--- src/rtl/accum_pkg.sv ---
// Shared definitions for the accumulator stage and its upstream feeder.
//   DW             : sample width carried on val / accumulator input
//   ACC_W          : accumulator register width
//   feeder_state_e : issue FSM states of accum_feeder
package accum_pkg;

  localparam int DW    = 32;
  localparam int ACC_W = 64;

  // FEED_IDLE: may issue the FIFO head this cycle.
  // FEED_WAIT: counting down the forced idle gap after an issue.
  typedef enum logic [0:0] {
    FEED_IDLE = 1'b0,
    FEED_WAIT = 1'b1
  } feeder_state_e;

endpackage

--- src/rtl/accum_fifo.sv ---
// Small synchronous FIFO used by accum_feeder to buffer samples.
// Ports:
//   clk, rst_n  : clock, synchronous active-low reset
//   push        : write push_data at the tail (caller guarantees not full)
//   push_data   : sample to store
//   pop         : drop the head entry (caller guarantees not empty)
//   head        : current head entry (combinational read of storage)
//   level       : occupancy, 0..DEPTH
module accum_fifo #(
  parameter int DEPTH = 4,
  parameter int DW    = 32
) (
  input  logic                     clk,
  input  logic                     rst_n,
  input  logic                     push,
  input  logic [DW-1:0]            push_data,
  input  logic                     pop,
  output logic [DW-1:0]            head,
  output logic [$clog2(DEPTH):0]   level
);

  localparam int PTR_W = $clog2(DEPTH);

  logic [DW-1:0]    mem [DEPTH];
  logic [PTR_W-1:0] wr_ptr;
  logic [PTR_W-1:0] rd_ptr;

  // Storage carries no reset; stale entries are unreachable because the
  // pointers and level are cleared.
  always_ff @(posedge clk) begin
    if (push) begin
      mem[wr_ptr] <= push_data;
    end
  end

  // DEPTH is a power of two, so pointer overflow is the modulo-DEPTH wrap.
  always_ff @(posedge clk) begin
    if (!rst_n) begin
      wr_ptr <= '0;
      rd_ptr <= '0;
      level  <= '0;
    end else begin
      if (push) begin
        wr_ptr <= wr_ptr + PTR_W'(1);
      end
      if (pop) begin
        rd_ptr <= rd_ptr + PTR_W'(1);
      end
      case ({push, pop})
        2'b10:   level <= level + (PTR_W+1)'(1);
        2'b01:   level <= level - (PTR_W+1)'(1);
        default: level <= level;
      endcase
    end
  end

  assign head = mem[rd_ptr];

endmodule

--- src/rtl/accum_feeder.sv ---
// Upstream feeder for the 64-bit accumulator. Buffers producer samples in a
// FIFO and issues them as registered single-cycle set_val pulses, forcing
// `gap` idle cycles after every issue.
//
// Handshake: a sample transfers on a rising edge where in_valid && in_ready.
// in_ready depends only on the registered level (never on in_valid), and the
// producer must hold in_data stable while in_valid is high and unaccepted.
//
// Ports:
//   clk, rst_n  : clock, synchronous active-low reset
//   in_valid    : producer has a sample
//   in_ready    : FIFO not full
//   in_data     : producer sample
//   gap         : idle cycles after each issue, sampled on the issue cycle
//   set_val     : registered one-cycle pulse to the accumulator
//   val         : registered sample, holds its last value between pulses
//   level       : FIFO occupancy
//   issued_cnt  : number of issued samples, modulo 2^16
//   fsm_state   : current issue FSM state (debug observation)
module accum_feeder
  import accum_pkg::*;
#(
  parameter int DEPTH = 4,
  parameter int DW    = accum_pkg::DW,
  parameter int GAP_W = 4
) (
  input  logic                   clk,
  input  logic                   rst_n,
  input  logic                   in_valid,
  output logic                   in_ready,
  input  logic [DW-1:0]          in_data,
  input  logic [GAP_W-1:0]       gap,
  output logic                   set_val,
  output logic [DW-1:0]          val,
  output logic [$clog2(DEPTH):0] level,
  output logic [15:0]            issued_cnt,
  output feeder_state_e          fsm_state
);

  localparam int LVL_W = $clog2(DEPTH) + 1;

  feeder_state_e    state_q;
  feeder_state_e    state_d;
  logic [GAP_W-1:0] gap_cnt_q;
  logic [GAP_W-1:0] gap_cnt_d;
  logic             issue;
  logic             push;
  logic [DW-1:0]    head;

  // Full blocks pushes even when a pop happens in the same cycle; this keeps
  // in_ready a pure function of registered state.
  assign in_ready = (level != LVL_W'(DEPTH));
  assign push     = in_valid && in_ready;

  accum_fifo #(
    .DEPTH (DEPTH),
    .DW    (DW)
  ) u_fifo (
    .clk       (clk),
    .rst_n     (rst_n),
    .push      (push),
    .push_data (in_data),
    .pop       (issue),
    .head      (head),
    .level     (level)
  );

  // State register.
  always_ff @(posedge clk) begin
    if (!rst_n) begin
      state_q   <= FEED_IDLE;
      gap_cnt_q <= '0;
    end else begin
      state_q   <= state_d;
      gap_cnt_q <= gap_cnt_d;
    end
  end

  // Next state. The decision uses the registered level, so a sample pushed
  // on this edge is seen at the earliest on the following edge.
  always_comb begin
    state_d   = state_q;
    gap_cnt_d = gap_cnt_q;
    issue     = 1'b0;
    case (state_q)
      FEED_IDLE: begin
        if (level != '0) begin
          issue = 1'b1;
          if (gap != '0) begin
            gap_cnt_d = gap;
            state_d   = FEED_WAIT;
          end
        end
      end
      FEED_WAIT: begin
        // gap_cnt counts the WAIT edges still to go; leaving on the edge
        // where it reads 1 yields exactly gap+1 cycles between issues.
        gap_cnt_d = gap_cnt_q - GAP_W'(1);
        if (gap_cnt_q == GAP_W'(1)) begin
          state_d = FEED_IDLE;
        end
      end
      default: begin
        state_d = FEED_IDLE;
      end
    endcase
  end

  // Registered outputs to the accumulator.
  always_ff @(posedge clk) begin
    if (!rst_n) begin
      set_val    <= 1'b0;
      val        <= '0;
      issued_cnt <= '0;
    end else begin
      set_val <= issue;
      if (issue) begin
        val        <= head;
        issued_cnt <= issued_cnt + 16'd1;
      end
    end
  end

  assign fsm_state = state_q;

endmodule

--- config.mk ---
export PLATFORM = sky130hd
export DESIGN_NAME = accum_feeder
export DESIGN_NICKNAME = d
export VERILOG_FILES = /design/src/rtl/accum_pkg.sv /design/src/rtl/accum_fifo.sv /design/src/rtl/accum_feeder.sv
export SDC_FILE = /design/constraint.sdc
export NUM_CORES = 1
export LEC_CHECK = 0
export ABC_AREA = 1
export CORE_ASPECT_RATIO = 0.75
export CORE_MARGIN = 2
export CORE_UTILIZATION = 55
export DETAILED_ROUTE_END_ITERATION = 8
export GPL_TIMING_DRIVEN = 0
export PLACE_DENSITY = 0.85
export SETUP_SLACK_MARGIN = 0.4
export SYNTH_ARGS = -nofsm -noshare
export SYNTH_HDL_FRONTEND = slang
export SYNTH_SLANG_ARGS = --single-unit
export TNS_END_PERCENT = 50
--- constraint.sdc ---
create_clock -name clk -period 7.12 [get_ports clk]
set_input_delay 1.424 -clock clk [delete_from_list [all_inputs] [get_ports clk]]
set_output_delay 1.424 -clock clk [all_outputs]
set_load 0.01 [all_outputs]
==> metrics <==
Power Dens Cells=387 nW/um^2; Initial DRC Count=548; actual slew at the worst max-slew pin=677 ps; worst setup margin=3990 ps; HP Start=issued_cnt[15]; worst r2r dst=u_fifo.level[2]; Initial Util=0.564; top area cells in the synthesized netlist=edfxtp_1 (53%), dfxtp_1 (17%), nor2_1 (8.3%); H-Tree Level Count=4; fmax=319 MHz; dpl hpwl=11300 microns; vias=5568; Synth Cell Area=7310 sq um; std cell rows=36; cell family with most CP delay=adder cells; clk_lat worst skew=440 ps; final hold vios=0; clock sinks=189; Hold Path Stages=2; Remaining DRCs=0; CP max-delay cell=fa_1; syn_nets=724; Crit path largest cell delay=410 ps; Final Setup Violations=0; gr usage total=0.258; CTS resizes=0; Layout area overhead=25.7%; post-synthesis register bit count=189; die area=14200 sq um; P_leak=3.27 nW; multi-input logic area=1970 sq um; r2r setup slk=4610 ps; clk root buf=clkbuf_16; Layout Nets=838; sequential area share after synthesis=0.693; DP Worst Slack=3560 ps; Netlist cell types=26; Reg area=5060 sq um; antenna violations before repair=0; top cell type's share of synthesized area=0.526; post-CTS setup buffers=0; CTS clk-pin slew, worst paths=70 ps; max-slew violations=0; post-DR wirelength/cell=18.6 microns; hold endpoint=issued_cnt[15]; CTS buffer count=17; Via-to-Cell Ratio=5.72; I/O Pins=93; required time worst endpoint=7450 ps; setup tns final=0 ps; ANT nets after route=0; Clock Path Buffers=2; Max Cap Viol=0; DRT Pass-1 Iters=5; Ys Warns=0; RSZ-0062 raised after global routing=no; Syn Area/Cell=10.8 sq um; Slew HR=0.547; CP endpoint kind=flop; largest net degree at the start of global routing=18; total core area=13000 sq um; layout cells sized above 1=0.0760; crit path kind=input port to flop; WP data arrival=3460 ps; Buf/Inv on CP=2; gp weighted congestion=0.867; class of the worst hold path=flop to flop; port bufs=91; Reg2Reg Depth=10; n_diodes=0; vias in the first global route=5482; part of the cycle the worst path needs=0.440; total grt overflow=0; worst path cell trace=clkdlybuf4s50_1 -> nand2_1 -> ha_1 -> inv_1 -> fa_1 -> a21oi_1 -> o21ai_0 -> o21ai_0 -> a21oi_1; Critical Path Start=in_valid; worst reg2reg path startpoint=u_fifo.level[0]; crit-path max FO=9; CTS tree=yes; Startpoint Class=input port; Synth area leader=edfxtp_1; outcome=finished clean; die width=137 microns; maximum VDD drop=231 uV; first-pass GRT wire length=27500 microns; hold buffers post-CTS=0; Synth Instances=676; post-layout min period=3130 ps; filler cell count=854; Layout Skew=12.1 ps; DRT Wirelength=18100 microns; Die H=104 microns
worst min-delay path: cells and delay by family, from the launching register on:
kind	cells	cell delay (ps)
flops	1	350
simple gates	1	90
compound gates	1	50
synth_stat cells, drive strengths merged:
library cell and instances:
buf 20, nand2 54, nor2 165, xnor2 1
and3 1, nand3 10, fa 1, ha 8
o21bai 1, a21oi 20, inv 38, o21ai 114
clkbuf 15, xor2 1, dfxtp 61, a31oi 32
nand4 5, edfxtp 128, clkinv 1
cell type report:
cell class,count,area share
multi-input cells,413,0.215
repair buffers,95,0.111
flip-flops and latches,189,0.551
plain buffers,35,0.0169
inverters,39,0.0159
clock buffers,18,0.0467
clock inverters,14,0.0199
well taps,171,0.0233
routing by layer:
metal	wire, microns	vias to the layer above	global-route usage
li1	-	2560	-
met1	7240	2672	0.330
met2	8800	302	0.416
met3	1700	34	0.0680
met4	359	0	0.105
met5	0	-	0
cell families after synthesis:
group,synth area share
buffers and inverters,0.0412
AO/OA/AOI/OAI,0.122
AND/OR/NAND/NOR,0.125
XOR/XNOR,0.00240
flip-flops,0.693
adder cells (fa/ha/maj),0.0164
how the worst max path moves through the flow:
stage               depth (start not counted)           endpoint  slack (ps)
floorplan                                   2   u_fifo.mem[0][0]        3750
global placement                            3  u_fifo.mem[1][15]        2130
detailed placement                          9    u_fifo.level[2]        3560
CTS                                         9    u_fifo.level[2]        4010
global route                                9    u_fifo.level[2]        3910
finish                                      9    u_fifo.level[2]        3990
state kept, by name, indices dropped and copies added (netlist names):
name,count
gap_cnt_q,4
val,32
issued_cnt,16
u_fifo.rd_ptr,2
set_val,1
fsm_state,1
u_fifo.mem,128
u_fifo.level,3
u_fifo.wr_ptr,2
power by group:
group          leakage, nW  total (W)  internal, W  switching [W]
registers             1.68    0.00144      0.00135      0.0000924
clock network        0.289   0.000987     0.000560       0.000427
logic                 1.31    0.00112     0.000408       0.000717
cells in the final DEF (no fill, tap or decap), drive strengths merged:
master / Yosys / routed
clkinv: 1 / 3
dfxtp: 61 / 61
xnor2: 1 / 1
fa: 1 / 1
nor2: 165 / 165
bufinv: 0 / 3
nand4: 5 / 5
clkinvlp: 0 / 3
nand2: 54 / 54
inv: 38 / 44
edfxtp: 128 / 128
o21ai: 114 / 114
nand3: 10 / 10
buf: 20 / 24
a31oi: 32 / 32
clkdlybuf4s50: 0 / 91
o21bai: 1 / 1
xor2: 1 / 1
clkbuf: 15 / 33
and3: 1 / 1
a21oi: 20 / 20
ha: 8 / 8
metrics by stage:
| stage | total power, W | cell area (sq um) | hold WS [ps] | utilization | instances |
|---|---|---|---|---|---|
| 2_1_floorplan | 0.00207 | 7310 | 458 | - | 676 |
| 3_3_place_gp | 0.00248 | 8440 | 473 | 0.650 | 938 |
| 3_5_place_dp | 0.00255 | 8580 | 491 | 0.661 | 942 |
| 4_1_cts | 0.00354 | 9190 | 521 | 0.708 | 974 |
| 5_1_grt | 0.00371 | 9190 | 551 | 0.708 | 974 |
| 6_report | 0.00355 | 9190 | 522 | 0.708 | 974 |
Power figures use the tool's default switching activity.
==> RTL edit 1 (same settings) <==
`GAP_W`: 4 -> 5.
--- a/src/rtl/accum_feeder.sv
+++ b/src/rtl/accum_feeder.sv
@@ -23,5 +23,5 @@
   parameter int DEPTH = 4,
   parameter int DW    = accum_pkg::DW,
-  parameter int GAP_W = 4
+  parameter int GAP_W = 5
 ) (
   input  logic                   clk,
Interface: changed (resized gap); port bits go from 93 to 94. The function was not compared with the original's and may differ.
==> RTL edit 1 against the unedited design <==
Synthesized area up 1.9%. Clock power down 11%. Routed wire length down 0.62%. Design area up 0.65%. Utilization down 0.27 points. Synthesized cell count up 3.0%. Critical path depth unchanged. Power down 1.5%. Register-to-register slack better by 0.08 ns. Worst setup slack worse by 0.0033 ns. Worst hold slack worse by 0.017 ns. Sequential cell count up 1. Non-clock buffer count up 3. Critical path type unchanged. Critical endpoint unchanged. Largest cell class unchanged.
==> RTL edit 1: results <==
metrics = {
    "routing": {
        "wl_met3_um": 1790,
        "routed-wl-met2_um": 8840,
        "met1_length_um": 7040,
        "drt-initial-drc-count": 607,
        "via_per_inst": 5.77,
    },
    "cells_and_area": {
        "multi_input_area_share_pct": 22.0,
        "sh_seq_area_pct": 55.0,
        "nMultiInputCombCells": 425,
        "clkbuf_count": 17,
        "nets": 860,
        "layout-drive-gt1-share_pct": 7.78,
        "final-nonclk-buf-share_pct": 13.2,
        "nFillCells": 873,
        "nNonClkInverters": 44,
    },
    "grt": {
        "grt_max_degree": 29,
        "grt_pass1_wl_um": 28100,
        "use_met1_pct": 32.4,
        "grt_util_all_layers_pct": 25.0,
    },
    "placement": {
        "port_buffers": 92,
        "place_hpwl_um": 11200,
        "gp_congestion": 0.828,
        "pre_cts_ws_ns": 3.59,
    },
    "synth": {
        "synth.yosys.seq_area_share_pct": 68.2,
        "synth_cell_type_count": 29,
        "ys_top_cells_by_area": "edfxtp_1 52%, dfxtp_1 17%, nor2_1 8.4%",
    },
    "cts": {
        "cts.sinks": 190,
    },
    "power_and_ir_drop": {
        "power_leakage_nw": 3.30,
        "internal_power_mw": 2.25,
        "ir_drop_mv": 0.228,
    },
    "critical_path": {
        "slowest_stage": "nand2_1",
    },
    "run_status": {
        "outcome": "complete, no violations",
    },
    "timing": {
        "slew-limit-headroom_pct": 59.4,
    },
}
[RTL edit 1: cell types whose count changed after synthesis, moves of 2 or more]
cell and change:
clkbuf_1 +2, inv_1 +4, nand3_1 +8, buf_2 -8
buf_4 +7, nor2_1 +4, buf_6 +3
[RTL edit 1: stage by stage]
stage               instance area, µm²  hold slack (ns)  instances  util (%)
floorplan                         7450            0.476        696         -
global placement                  8590            0.474        959      65.5
detailed placement                8710            0.490        963      66.5
CTS                               9250            0.507        994      70.6
global route                      9250            0.540        994      70.6
finish                            9250            0.505        994      70.6
[RTL edit 1: power by group through the flow]
| stage | Combinational (mW) | Sequential [mW] | Clock (mW) |
|---|---|---|---|
| after floorplan | 0.641 | 1.49 | 0 |
| after global placement | 1.06 | 1.47 | 0 |
| after detailed placement | 1.14 | 1.47 | 0 |
| after CTS | 1.16 | 1.45 | 0.878 |
| after global routing | 1.28 | 1.47 | 0.928 |
| final | 1.17 | 1.45 | 0.878 |
[RTL edit 1: logic make-up (layout without fill, tap and decap cells)]
logic type,count (synthesis),count (layout),synth area share (%)
xor gates and xnor gates,2,2,0.235
buffers and inverters,81,208,4.90
DFF,190,190,68.2
adders and majority gates,9,9,1.61
and+or+nand+nor,247,247,13.1
AOI/OAI and AO/OA,167,167,11.9
[RTL edit 1: path summary, 6_finish.rpt]
path / endpoint / startpoint / cells after the start / slack, ns
worst min register to register: issued_cnt[6] / issued_cnt[6] / 1 / 0.50
worst min-delay path: issued_cnt[6] / issued_cnt[6] / 1 / 0.50
worst max-delay path: u_fifo.level[2] / in_valid / 9 / 3.99
worst max register to register: u_fifo.level[2] / u_fifo.level[0] / 11 / 4.69
==> RTL edit 2 (same settings) <==
Without the edit above. Register the output `level`, without a reset; this adds one clock of latency there. The other outputs are not delayed to match. Comments in the files are not updated.
--- a/src/rtl/accum_feeder.sv
+++ b/src/rtl/accum_feeder.sv
@@ -40,4 +40,6 @@
   localparam int LVL_W = $clog2(DEPTH) + 1;
 
+  logic [$clog2(DEPTH):0] level_d;
+
   feeder_state_e    state_q;
   feeder_state_e    state_d;
@@ -50,5 +52,5 @@
   // Full blocks pushes even when a pop happens in the same cycle; this keeps
   // in_ready a pure function of registered state.
-  assign in_ready = (level != LVL_W'(DEPTH));
+  assign in_ready = (level_d != LVL_W'(DEPTH));
   assign push     = in_valid && in_ready;
 
@@ -63,5 +65,5 @@
     .pop       (issue),
     .head      (head),
-    .level     (level)
+    .level     (level_d)
   );
 
@@ -85,5 +87,5 @@
     case (state_q)
       FEED_IDLE: begin
-        if (level != '0) begin
+        if (level_d != '0) begin
           issue = 1'b1;
           if (gap != '0) begin
@@ -124,4 +126,8 @@
   assign fsm_state = state_q;
 
+  always_ff @(posedge clk) begin
+    level <= level_d;
+  end
+
 endmodule
 
Check against the original RTL: not equivalent (Yosys sat finds a counterexample within 4 cycles, from zero or initial values and one cycle with rst_n low).
==> RTL edit 2 against the unedited design <==
Clock skew fell by 0.0033 ns. Sequential cell count rose by 3. Routed wire length fell by 4.8%. Worst setup slack improved by 0.040 ns. Power fell by 2.6%. Design area barely moved. Synthesized area rose by 1.2%. Register-to-register slack improved by 0.15 ns.
==> RTL edit 2: results <==
metrics = {
    "placement": {
        "pre_cts_ws_ns": 3.57,
        "gp_congestion": 0.864,
        "dpl-instance-area_mm2": 0.00864,
        "dp.cells": 950,
        "place_hpwl_um": 11000,
    },
    "timing": {
        "skew_ns": 0.00880,
        "slew-limit-headroom_pct": 59.1,
    },
    "cells_and_area": {
        "nNonClkInverters": 42,
        "nets": 846,
        "multi_input_area_share_pct": 21.7,
        "nMultiInputCombCells": 415,
        "nFillCells": 920,
        "sh_seq_area_pct": 55.8,
        "clk_share_pct": 5.95,
        "clkbuf_count": 21,
        "layout-drive-gt1-share_pct": 7.15,
    },
    "synth": {
        "ys_top_cells_by_area": "edfxtp_1 52%, dfxtp_1 17%, nor2_1 8.3%",
        "ys_top_cells_by_count": "164 x nor2_1, 128 x edfxtp_1, 106 x o21ai_0",
        "synth.yosys.seq_area_share_pct": 69.3,
        "synthCells": 684,
        "synth_edf_count": 128,
        "synth_cell_type_count": 28,
        "syn_nets": 732,
    },
    "critical_path": {
        "crit_family": "adder cells",
        "worst-endpoint-arrival_ns": 3.40,
        "slowest_stage": "nand2_1",
    },
    "power_and_ir_drop": {
        "power_leakage_nw": 3.26,
        "ir_drop_mv": 0.304,
        "p_per_area_mw_per_mm2": 377,
    },
    "run_status": {
        "outcome": "complete, no violations",
    },
    "grt": {
        "grt_util_all_layers_pct": 24.9,
        "antenna_found_initial": 1,
        "grt_max_degree": 28,
    },
    "routing": {
        "routed_wirelength_um": 17200,
        "drt-initial-drc-count": 540,
        "via_per_inst": 5.63,
    },
}
RTL edit 2: changes by cell type after synthesis, moves of 2 or more:
cell,change
a21oi_1,-2
dfxtp_1,+3
inv_1,+3
nand2_1,-5
nand3_1,+2
nand4_1,+2
nor2_1,+2
RTL edit 2: cells by family (layout without fill, tap and decap cells):
group / Yosys count / in the layout / synth area share, %
XOR/XNOR: 2 / 2 / 0.237
buffers and inverters: 77 / 204 / 4.23
AND/OR/NAND/NOR: 238 / 238 / 12.7
adder cells (fa/ha/maj): 9 / 9 / 1.62
flip-flops: 192 / 192 / 69.3
AO/OA/AOI/OAI: 166 / 166 / 12.0
RTL edit 2: routing by layer:
layer / up-vias / GRT usage, % / wire length (µm)
li1: 2592 / - / -
met1: 2636 / 32.1 / 6960
met2: 278 / 40.3 / 8440
met3: 25 / 7.94 / 1650
met4: 2 / 7.73 / 166
met5: - / 0 / 13
RTL edit 2: worst reg2reg max path, stage by stage, from the launching register on:
cell	delay, ns
dfxtp_1	0.36
nor2_2	0.22
nand2_1	0.10
nand2_1	0.42
ha_1	0.25
inv_1	0.07
fa_1	0.38
a21oi_1	0.14
o21ai_0	0.11
o21ai_0	0.15
a21oi_1	0.06
RTL edit 2: where the power goes:
| group | leakage (nW) | switching, mW | internal [mW] |
|---|---|---|---|
| Combinational | 1.30 | 0.694 | 0.408 |
| Sequential | 1.70 | 0.0959 | 1.38 |
| Clock | 0.266 | 0.402 | 0.486 |
| Total | 3.26 | 1.19 | 2.27 |
RTL edit 2: worst paths after layout:
kind,start,endpoint,slack [ns],cells after the start
worst min-delay path,u_fifo.level[2],level[2],0.37,0
worst min register to register,u_fifo.level[2],level[2],0.37,0
worst max register to register,u_fifo.level[0],u_fifo.level[2],4.76,10
worst max-delay path,in_valid,u_fifo.level[2],4.03,9
